--- config.mk ---
export PLATFORM = sky130hd
export DESIGN_NAME = mem_port_arbiter
export DESIGN_NICKNAME = d
export VERILOG_FILES = /design/src/rtl/mem_port_arbiter_pkg.sv /design/src/rtl/mem_port_arbiter_rr.sv /design/src/rtl/mem_port_arbiter.sv
export SDC_FILE = /design/constraint.sdc
export NUM_CORES = 1
export LEC_CHECK = 0
export BUFFER_PORTS_ARGS = -buffer_cell sky130_fd_sc_hd__buf_2
export CORE_MARGIN = 5
export CORE_UTILIZATION = 25
export CTS_CLUSTER_DIAMETER = 80
export CTS_CLUSTER_SIZE = 28
export DETAILED_ROUTE_END_ITERATION = 12
export PLACE_DENSITY_LB_ADDON = 0.25
export RECOVER_POWER = 25
export SYNTH_ARGS = -nofsm -noshare
export SYNTH_HDL_FRONTEND = slang
export SYNTH_HIERARCHICAL = 1
export SYNTH_SLANG_ARGS = --single-unit
--- constraint.sdc ---
create_clock -name clk -period 2 [get_ports clk]
set_input_delay 0.2 -clock clk [delete_from_list [all_inputs] [get_ports clk]]
set_output_delay 0.2 -clock clk [all_outputs]
set_load 0.1 [all_outputs]
--- src/rtl/mem_port_arbiter_pkg.sv ---
// Shared definitions for the two-requester memory port arbiter:
// default widths, FSM state encoding and winner encoding.
package mem_port_arbiter_pkg;

   localparam int DEF_DATA_W = 32;
   localparam int DEF_ADDR_W = 8;

   typedef enum logic [1:0] {
      ST_IDLE   = 2'd0,
      ST_ACCESS = 2'd1,
      ST_RESP   = 2'd2
   } state_t;

   localparam logic WIN_FETCH = 1'b0;
   localparam logic WIN_DATA  = 1'b1;

endpackage

--- src/rtl/mem_port_arbiter_rr.sv ---
// Two-way round-robin pick: a lone requester always wins, a tie goes to
// the requester that did not win last time.
module rr_arbiter_2
   import mem_port_arbiter_pkg::*;
(
   input  logic       i_en,
   input  logic       i_req0,
   input  logic       i_req1,
   input  logic       i_last,
   output logic [1:0] o_gnt
);

   always_comb begin
      o_gnt = 2'b00;
      if (i_en) begin
         if (i_req0 && i_req1) begin
            o_gnt = (i_last == WIN_FETCH) ? 2'b10 : 2'b01;
         end else begin
            o_gnt = {i_req1, i_req0};
         end
      end
   end

endmodule

--- src/rtl/mem_port_arbiter.sv ---
// Arbitrates an instruction-fetch port and a data port onto one single-port
// memory with registered read; one access per two cycles when saturated.
module mem_port_arbiter
   import mem_port_arbiter_pkg::*;
#(
   parameter int DATA_W = DEF_DATA_W,
   parameter int ADDR_W = DEF_ADDR_W
) (
   input  logic              clk,
   input  logic              rst,
   input  logic              i_req,
   input  logic [ADDR_W-1:0] i_addr,
   output logic              i_gnt,
   output logic              i_rvalid,
   input  logic              d_req,
   input  logic              d_we,
   input  logic [ADDR_W-1:0] d_addr,
   input  logic [DATA_W-1:0] d_wdata,
   output logic              d_gnt,
   output logic              d_rvalid,
   output logic [DATA_W-1:0] rdata,
   output logic              mem_en,
   output logic              mem_we,
   output logic [ADDR_W-3:0] mem_addr,
   output logic [DATA_W-1:0] mem_wdata,
   input  logic [DATA_W-1:0] mem_rdata,
   output logic              busy
);

   state_t            r_state;
   state_t            w_state_nxt;
   logic              r_last;
   logic              r_we;
   logic [ADDR_W-3:0] r_addr;
   logic [DATA_W-1:0] r_wdata;
   logic [1:0]        w_gnt;
   logic              w_arb_en;
   logic              w_access;
   logic              w_resp;
   logic              w_unused;

   // Byte-lane bits are not part of the word address.
   assign w_unused = ^{i_addr[1:0], d_addr[1:0]};

   // Arbitration happens in IDLE and RESP so a new access can start right
   // behind the response of the previous one.
   assign w_arb_en = !rst && ((r_state == ST_IDLE) || (r_state == ST_RESP));

   rr_arbiter_2 u_rr (
      .i_en   (w_arb_en),
      .i_req0 (i_req),
      .i_req1 (d_req),
      .i_last (r_last),
      .o_gnt  (w_gnt)
   );

   always_ff @(posedge clk) begin
      if (rst) begin
         r_state <= ST_IDLE;
      end else begin
         r_state <= w_state_nxt;
      end
   end

   always_comb begin
      w_state_nxt = r_state;
      case (r_state)
         ST_IDLE:   if (|w_gnt) w_state_nxt = ST_ACCESS;
         ST_ACCESS: w_state_nxt = ST_RESP;
         ST_RESP:   w_state_nxt = (|w_gnt) ? ST_ACCESS : ST_IDLE;
         default:   w_state_nxt = ST_IDLE;
      endcase
   end

   // Fetches are forced to reads regardless of the data port's write enable.
   always_ff @(posedge clk) begin
      if (rst) begin
         r_last  <= WIN_FETCH;
         r_we    <= 1'b0;
         r_addr  <= '0;
         r_wdata <= '0;
      end else if (w_gnt[1]) begin
         r_last  <= WIN_DATA;
         r_we    <= d_we;
         r_addr  <= d_addr[ADDR_W-1:2];
         r_wdata <= d_wdata;
      end else if (w_gnt[0]) begin
         r_last  <= WIN_FETCH;
         r_we    <= 1'b0;
         r_addr  <= i_addr[ADDR_W-1:2];
         r_wdata <= '0;
      end
   end

   assign w_access = !rst && (r_state == ST_ACCESS);
   assign w_resp   = !rst && (r_state == ST_RESP);

   assign i_gnt     = w_gnt[0];
   assign d_gnt     = w_gnt[1];
   assign mem_en    = w_access;
   assign mem_we    = w_access && r_we;
   assign mem_addr  = w_access ? r_addr : '0;
   assign mem_wdata = w_access ? r_wdata : '0;
   assign i_rvalid  = w_resp && (r_last == WIN_FETCH);
   assign d_rvalid  = w_resp && (r_last == WIN_DATA);
   assign rdata     = (w_resp && !r_we) ? mem_rdata : '0;
   assign busy      = !rst && (r_state != ST_IDLE);

endmodule

==> impl_metrics.yaml, run 1 <==
route:
  vias: 2399
  wl_per_cell_um: 14.5
  drt_pass1_iterations: 3
  drc: 0
  ant_nets: 0
  viasPerCell: 4.52
  wl_um: 7680
  dr.first_iter.drc_count: 55
sta:
  finalMaxSlewViolations: 0
  max_slew.worst_pin.slew_ps: 504
  setup_tns_ps: 0
  setup_viol: 0
  fin_crit_sh: 0.945
  slew_headroom: 0.667
  hold_viol_final: 0
  setup_ws_ps: 111
  rsz0062_at_grt: "true"
  fin_skew_ps: 7.28
  period_needed_ps: 1890
  fmax_mhz: 529
floorplanning:
  io_pins: 162
  start_util: 0.257
  fp.dieW_um: 105
  rows: 34
  core_area_um2: 8720
  design.die.area_um2: 11000
  die_h_um: 105
layout:
  multi_input_area_um2: 1320
  diodes: 0
  syn_to_final_growth_pct: 96.9
  fin_cells: 531
  fin_nets: 507
  final_cell_mix: "buf_2 (83), buf_12 (75), and2_1 (61)"
  drive_gt1_frac: 0.468
  layout_commonest_cell: "buf_2"
  fill_cells: 837
  fin_area_um2: 4420
  seq_area_um2: 841
global_routing:
  grt_pass1_wl_um: 12700
  grt_overflow: 0
  antenna_found_initial: 0
  grt_max_degree: 43
  grt_pass1_vias: 2440
  track_usage: 0.139
worst_setup_path:
  crit_fanout: 32
  crit_chain: "buf_4 > nor4b_4 > buf_6 > and2_1 > buf_12"
  crit_slowest_cell: "dfxtp_1"
  critPathArrivalTime_ps: 1690
  worstPathRequired_ps: 1800
  startpoint_type: "register"
  cp-end-kind: "output pin"
  criticalPathCategory: "register to output pin"
  max_stage_delay_ps: 320
logic_synthesis:
  syn_inst: 271
  yosysWarnings: 6
  ys_types: 22
  avgSynthCellArea_um2: 8.28
  ys_seq_elements: 42
  syn_nets: 356
  syn_area_um2: 2240
  synth_area_leaders: "dfxtp_1 (37%), and2_1 (20%), or3b_1 (9.4%), a21oi_1 (8.0%), nand2_1 (5.9%)"
  netlist.area_leader.share: 0.375
  yosysTopAreaCell: "dfxtp_1"
  yosysSeqAreaShare: 0.375
clock_network:
  clk_pin_slew_ps: 80
  cts_resized: 1
  clock_latency_ps: 290
  ctsHtreeMaxLevel: 2
  cts_setup_buffers: 0
  cts_tree: "built"
  cts_sinks: 42
  cts_inserted_buffers: 5
  cts-root-buf: "clkbuf_8"
  cts_hold_buf: 0
  clockBufferDepth: 2
power_and_ir_drop:
  internal_power_uw: 1460
  switching_share: 0.287
  p_sw_uw: 585
  comb_power_share: 0.237
  p_leak_uw: 0.00182
  seqPwrFrac: 0.442
  power_density_nw_per_um2: 462
  power.share.clock: 0.322
  ir_worst_vdd_mv: 0.355
status:
  status: "completed"
placement:
  dp_cells: 523
  post-place-ws_ps: 329
  port_buffers: 157
  post-dp-hpwl_um: 5980
  gp_congestion: 0.717
  placed_area_um2: 4300
job:
  maxCapViolCount: 0
hold_path:
  hold_class: "primary input to register"
## kinds of logic after synthesis
| logic type | Yosys count | synth area share |
|---|---|---|
| mux | 6 | 0.0268 |
| compound gates | 43 | 0.104 |
| flops | 42 | 0.375 |
| buf+inv | 26 | 0.0586 |
| simple gates | 154 | 0.436 |
## metrics by stage
| step | total power [µW] | hold WS (ps) | utilization |
|---|---|---|---|
| 4_1_cts | 2090 | 137 | 0.506 |
| 3_3_place_gp | 1400 | 452 | 0.494 |
| 3_5_place_dp | 1410 | 457 | 0.494 |
| 5_1_grt | 2160 | 137 | 0.506 |
| 2_1_floorplan | 1210 | 343 | - |
| 6_report | 2040 | 149 | 0.506 |
## path summary, 6_finish.rpt
| path | startpoint | to | slack [ps] | cells after the start |
|---|---|---|---|---|
| setup / recovery | r_state[0] | rdata[21] | 110 | 5 |
| hold reg to reg | r_wdata[31] | r_wdata[31] | 550 | 2 |
| setup reg to reg | r_state[0] | r_addr[4] | 430 | 6 |
| hold / removal | d_wdata[0] | r_wdata[0] | 150 | 3 |
## layout make-up
type / instances / share of cell area
multi-input cells: 203 / 0.299
well taps: 108 / 0.0306
clock buffers: 7 / 0.0173
inverters: 2 / 0.00170
flip-flops and latches: 42 / 0.190
clock inverters: 1 / 0.00680
repair buffers: 168 / 0.454
## critical path, delay by kind of cell (launching register included)
kind | cells | cell delay, ps
buffers and inverters | 3 | 570
and+or+nand+nor | 2 | 500
DFF | 1 | 320
## state kept, by name (all words and copies together) (netlist names)
register and count:
r_wdata 32, r_addr 6, r_state 2, r_last 1
r_we 1
## metal layers
metal	global-route usage	share of wire	up-vias	wire, µm
met2	0.244	0.49	106	3750
met1	0.160	0.41	1091	3170
met5	0	0	-	0
met3	0.0586	0.096	2	737
li1	-	-	1200	-
met4	0.0219	0.0025	0	19
## cells in the mapped netlist
cell type,n
a211oi_1,6
nor4b_1,1
buf_2,6
nor3b_2,1
inv_1,2
o21a_1,1
or3b_1,24
clkbuf_1,7
dfxtp_1,42
nor3b_1,1
clkbuf_2,9
and2_1,71
nor2b_1,6
nor2_1,3
or3b_2,9
buf_6,2
nor4b_4,1
a21oi_1,36
nand2_1,35
mux2i_1,6
and3_1,1
nand2b_1,1
## power by group through the flow
stage	registers (µW)	logic (µW)	clock network, µW
2_1_floorplan	918	291	0
4_1_cts	903	492	694
3_5_place_dp	923	489	0
3_3_place_gp	920	484	0
5_1_grt	909	522	731
6_report	902	483	657
Note: power is estimated with default switching activity, not from simulation.
==> run 2: changes to the inputs <==
--- a/config.mk
+++ b/config.mk
@@ -11,7 +11,7 @@
 export CTS_CLUSTER_DIAMETER = 80
 export CTS_CLUSTER_SIZE = 28
 export DETAILED_ROUTE_END_ITERATION = 12
-export PLACE_DENSITY_LB_ADDON = 0.25
+export PLACE_DENSITY = 0.53
 export RECOVER_POWER = 25
 export SYNTH_ARGS = -nofsm -noshare
 export SYNTH_HDL_FRONTEND = slang
==> impl_metrics.yaml, run 2 (same netlist as run 1, synthesis figures left out) <==
placement:
  placed_area_um2: 4300
  post-dp-hpwl_um: 5760
  post-place-ws_ps: 297
  dp_cells: 521
  port_buffers: 157
  gp_congestion: 0.698
sta:
  fmax_mhz: 540
  slew_headroom: 0.633
  hold_viol_final: 0
  finalMaxSlewViolations: 0
  setup_ws_ps: 149
  setup_viol: 0
  period_needed_ps: 1850
  fin_skew_ps: 2.16
  rsz0062_at_grt: "false"
  setup_tns_ps: 0
  max_slew.worst_pin.slew_ps: 553
  fin_crit_sh: 0.926
global_routing:
  track_usage: 0.132
  antenna_found_initial: 0
  grt_pass1_vias: 2318
  grt_overflow: 0
  grt_max_degree: 56
  grt_pass1_wl_um: 12100
layout:
  fill_cells: 810
  syn_to_final_growth_pct: 95.4
  fin_area_um2: 4380
  diodes: 0
  fin_nets: 505
  top_regs: "r_wdata (32), r_addr (6), r_state (2)"
  utilization: 0.503
  drive_gt1_frac: 0.467
  top_register: "r_wdata"
  largest_reg_flops: 32
  final_cell_mix: "buf_2 (82), buf_12 (76), and2_1 (62)"
  fin_cells: 528
  layout_commonest_cell: "buf_2"
clock_network:
  cts_tree: "built"
  cts_inserted_buffers: 5
  clk_pin_slew_ps: 70
  cts_hold_buf: 0
  cts_sinks: 42
  cts_setup_buffers: 0
  cts_resized: 1
  cts-root-buf: "clkbuf_8"
  ctsHtreeMaxLevel: 2
  clockBufferDepth: 2
  clock_latency_ps: 280
route:
  wl_um: 7480
  dr.first_iter.drc_count: 59
  vias: 2370
  wl_per_cell_um: 14.2
  ant_nets: 0
  drt_pass1_iterations: 4
  drc: 0
  viasPerCell: 4.49
worst_setup_path:
  worstPathRequired_ps: 1800
  critPathArrivalTime_ps: 1650
  reg2reg_from: "r_state[0]"
  setup.worst_path.start: "r_state[1]"
  criticalPathCategory: "register to output pin"
  startpoint_type: "register"
  crit_fanout: 32
  cp-end-kind: "output pin"
power_and_ir_drop:
  power_density_nw_per_um2: 432
  p_leak_uw: 0.00180
  comb_power_share: 0.253
  p_sw_uw: 573
  switching_share: 0.302
  internal_power_uw: 1320
  ir_worst_vdd_mv: 0.253
  power.share.clock: 0.269
  seqPwrFrac: 0.478
job:
  maxCapViolCount: 0
hold_path:
  hold_class: "primary input to register"
  min_from: "d_wdata[18]"
floorplanning:
  io_pins: 162
  die_h_um: 105
  start_util: 0.257
  fp.dieW_um: 105
  design.die.area_um2: 11000
  rows: 34
  core_area_um2: 8720
status:
  status: "completed"
-- run 2: cell types whose count changed in the layout (fill, tap and decap cells not counted), sizes merged --
cell / previous run / this run
buf: 168 / 164
clkbuf: 7 / 9
bufinv: 1 / 0
-- run 2: final timing paths --
check / endpoint / slack [ps] / depth (start not counted)
worst max-delay path: rdata[11] / 150 / 4
worst min register to register: r_wdata[3] / 550 / 2
worst max register to register: r_addr[0] / 220 / 6
worst min-delay path: r_wdata[18] / 160 / 3
-- run 2: critical path, cell delays in order (launching register included) --
cell	delay [ps]
dfxtp_1	460
nor4b_4	260
buf_6	230
and2_1	220
buf_12	190
-- run 2: power groups by stage --
stage	Combinational (µW)	Sequential, µW	Clock (µW)
2_1_floorplan	291	918	0
3_3_place_gp	479	923	0
3_5_place_dp	485	925	0
4_1_cts	489	906	546
5_1_grt	516	912	570
6_report	480	906	510
-- run 2: metrics by stage --
| step | power (µW) | hold WS (ps) |
|---|---|---|
| finish | 1900 | 157 |
| global route | 2000 | 148 |
| CTS | 1940 | 141 |
| detailed placement | 1410 | 458 |
| global placement | 1400 | 451 |
| floorplan | 1210 | 343 |
-- run 2: routing by layer --
metal  GRT usage  vias to the layer above  routed length, µm
met3      0.0530                        6                786
met1       0.153                     1060               3070
met2       0.227                      111               3550
li1            -                     1193                  -
met5           0                        -                  0
met4      0.0347                        0                 75
-- run 2: final cells by class --
| type | instances | area (µm²) | area share |
|---|---|---|---|
| Timing Repair Buffer | 166 | 1990 | 0.455 |
| Inverter | 2 | 7.51 | 0.00171 |
| Tap cell | 108 | 135 | 0.0308 |
| Multi-Input combinational cell | 203 | 1330 | 0.303 |
| Sequential cell | 42 | 842 | 0.192 |
| Clock buffer | 7 | 76.3 | 0.0174 |
==> run 3: changes to the inputs <==
--- a/config.mk
+++ b/config.mk
@@ -6,14 +6,15 @@
 export NUM_CORES = 1
 export LEC_CHECK = 0
 export BUFFER_PORTS_ARGS = -buffer_cell sky130_fd_sc_hd__buf_2
+export CELL_PAD_IN_SITES_DETAIL_PLACEMENT = 0
+export CELL_PAD_IN_SITES_GLOBAL_PLACEMENT = 1
 export CORE_MARGIN = 5
 export CORE_UTILIZATION = 25
 export CTS_CLUSTER_DIAMETER = 80
 export CTS_CLUSTER_SIZE = 28
 export DETAILED_ROUTE_END_ITERATION = 12
-export PLACE_DENSITY = 0.53
+export PLACE_DENSITY = 0.75
 export RECOVER_POWER = 25
 export SYNTH_ARGS = -nofsm -noshare
 export SYNTH_HDL_FRONTEND = slang
-export SYNTH_HIERARCHICAL = 1
 export SYNTH_SLANG_ARGS = --single-unit
==> impl_metrics.yaml, run 3 <==
status:
  status: "completed"
sta:
  hold_viol_final: 0
  slew_headroom: 0.642
  fmax_mhz: 530
  period_needed_ps: 1890
  finalMaxSlewViolations: 0
  setup_viol: 0
  fin_skew_ps: 11.3
  max_slew.worst_pin.slew_ps: 537
  fin_crit_sh: 0.944
clock_network:
  clockBufferDepth: 2
  cts_setup_buffers: 0
  cts_hold_buf: 0
  cts_resized: 0
  clock_latency_ps: 290
  ctsHtreeMaxLevel: 2
  cts_inserted_buffers: 5
  cts_sinks: 42
  clk_pin_slew_ps: 90
  cts-root-buf: "clkbuf_8"
  cts_tree: "built"
floorplanning:
  io_pins: 162
  core_area_um2: 8680
  die_h_um: 104
  rows: 34
  start_util: 0.254
  design.die.area_um2: 10800
  fp.dieW_um: 104
worst_setup_path:
  startpoint_type: "register"
  criticalPathCategory: "register to output pin"
  r2r_end: "r_addr[3]"
  critPathArrivalTime_ps: 1690
  reg2reg_from: "r_state[0]"
  setup.worst_path.start: "r_state[0]"
  crit_fanout: 32
  rr_worst_depth: 5
  worstPathRequired_ps: 1800
  rrSetupSlack_ps: 310
  cp-end-kind: "output pin"
logic_synthesis:
  ys_seq_elements: 42
  synth_edf_count: 0
  synthTopCellsByCount: "and2_1 (58), dfxtp_1 (42), o21ai_0 (41), a21oi_1 (40), nand3_1 (39)"
  yosysTopAreaCell: "dfxtp_1"
  syn_inst: 287
  yosysMostFrequentCell: "and2_1"
  yosysWarnings: 0
  yosysSeqAreaShare: 0.381
  avgSynthCellArea_um2: 7.68
  ys.flop_type: "dfxtp_1"
  syn_area_um2: 2200
  ys_types: 23
  synth_area_leaders: "dfxtp_1 (38%), and2_1 (16%), o21ai_0 (9.3%), a21oi_1 (9.1%), nand3_1 (8.9%)"
  synthArstFlopShare: 0
  syn_nets: 372
  netlist.area_leader.share: 0.381
placement:
  dp_cells: 536
  post-dp-hpwl_um: 6640
  gp_congestion: 0.794
  placed_area_um2: 4270
  port_buffers: 157
layout:
  syn_to_final_growth_pct: 98.6
  fin_area_um2: 4380
  fill_cells: 810
  top_regs: "r_wdata (32), r_addr (6), r_state (2)"
  top_register: "r_wdata"
  largest_reg_flops: 32
  seq_area_um2: 841
  fin_nets: 520
  final_cell_mix: "buf_2 (82), buf_12 (75), dfxtp_1 (42)"
  diodes: 0
  layout_commonest_cell: "buf_2"
  drive_gt1_frac: 0.516
  multi_input_area_um2: 1280
  fin_cells: 544
global_routing:
  track_usage: 0.154
  grt_overflow: 0
  grt_max_degree: 41
  grt_pass1_wl_um: 13800
  grt_pass1_vias: 2597
  antenna_found_initial: 1
route:
  met1_length_um: 3380
  viasPerCell: 4.73
  wl_met3_um: 622
  dr.first_iter.drc_count: 101
  wl_um: 8420
  top_layer: "met5"
  drc: 0
  drt_pass1_iterations: 4
  wl_met2_um: 4340
  wl_per_cell_um: 15.5
  vias: 2575
  ant_nets: 0
hold_path:
  whs_endpoint: "r_wdata[7]"
  min_from: "d_wdata[7]"
  hold_depth: 3
  hold_class: "primary input to register"
power_and_ir_drop:
  p_total_uw: 2140
  ir_worst_vdd_mv: 0.217
  power_density_nw_per_um2: 488
  p_leak_uw: 0.00181
job:
  maxCapViolCount: 0
-- run 3: worst max-delay path, stage by stage, from the launching register on --
cell and delay [ps]:
dfxtp_1 320, or2_0 270, nor3b_4 210, buf_6 210
and2_1 190, buf_12 180
-- run 3: area by class of cell --
class                      count  share of cell area
timing repair buffer         170               0.458
multi-input combinational    214               0.292
sequential                    42               0.192
inverter                       2             0.00171
tap                          108              0.0309
clock buffer                   5              0.0157
clock inverter                 3             0.00915
-- run 3: worst max path at each step --
stage                     to  slack, ps  depth (start not counted)
5_1_grt            rdata[31]       -0.5                          5
2_1_floorplan  mem_wdata[22]        -50                          3
4_1_cts                i_gnt         40                          4
6_report           rdata[31]        110                          5
3_3_place_gp           i_gnt        370                          5
3_5_place_dp           i_gnt        380                          4
-- run 3: metal layers --
layer,vias up,GRT usage
met4,2,0.0370
met1,1164,0.176
met5,-,0
li1,1276,-
met2,127,0.280
met3,6,0.0459
-- run 3: cell families (layout without fill, tap and decap cells) --
| logic type | after synthesis | in the layout | share of synthesized area |
|---|---|---|---|
| simple gates | 125 | 125 | 0.337 |
| compound gates | 89 | 89 | 0.221 |
| flops | 42 | 42 | 0.381 |
| buf+inv | 31 | 180 | 0.0613 |
-- run 3: per-stage QoR --
step / worst slack [ps] / setup TNS [ps] / util / hold WS [ps]
floorplan: -50.0 / -400 / - / 364
global placement: 375 / 0 / 0.492 / 456
detailed placement: 376 / 0 / 0.492 / 463
CTS: 35.3 / 0 / 0.504 / 148
global route: -0.480 / -0.480 / 0.504 / 160
finish: 112 / 0 / 0.504 / 160
-- run 3: power by group --
group	switching [µW]	total [µW]	internal (µW)	leakage, µW
logic	366	581	215	0.00141
clock network	292	659	368	0.0000579
registers	20.2	898	878	0.000343
total	677	2140	1460	0.00181
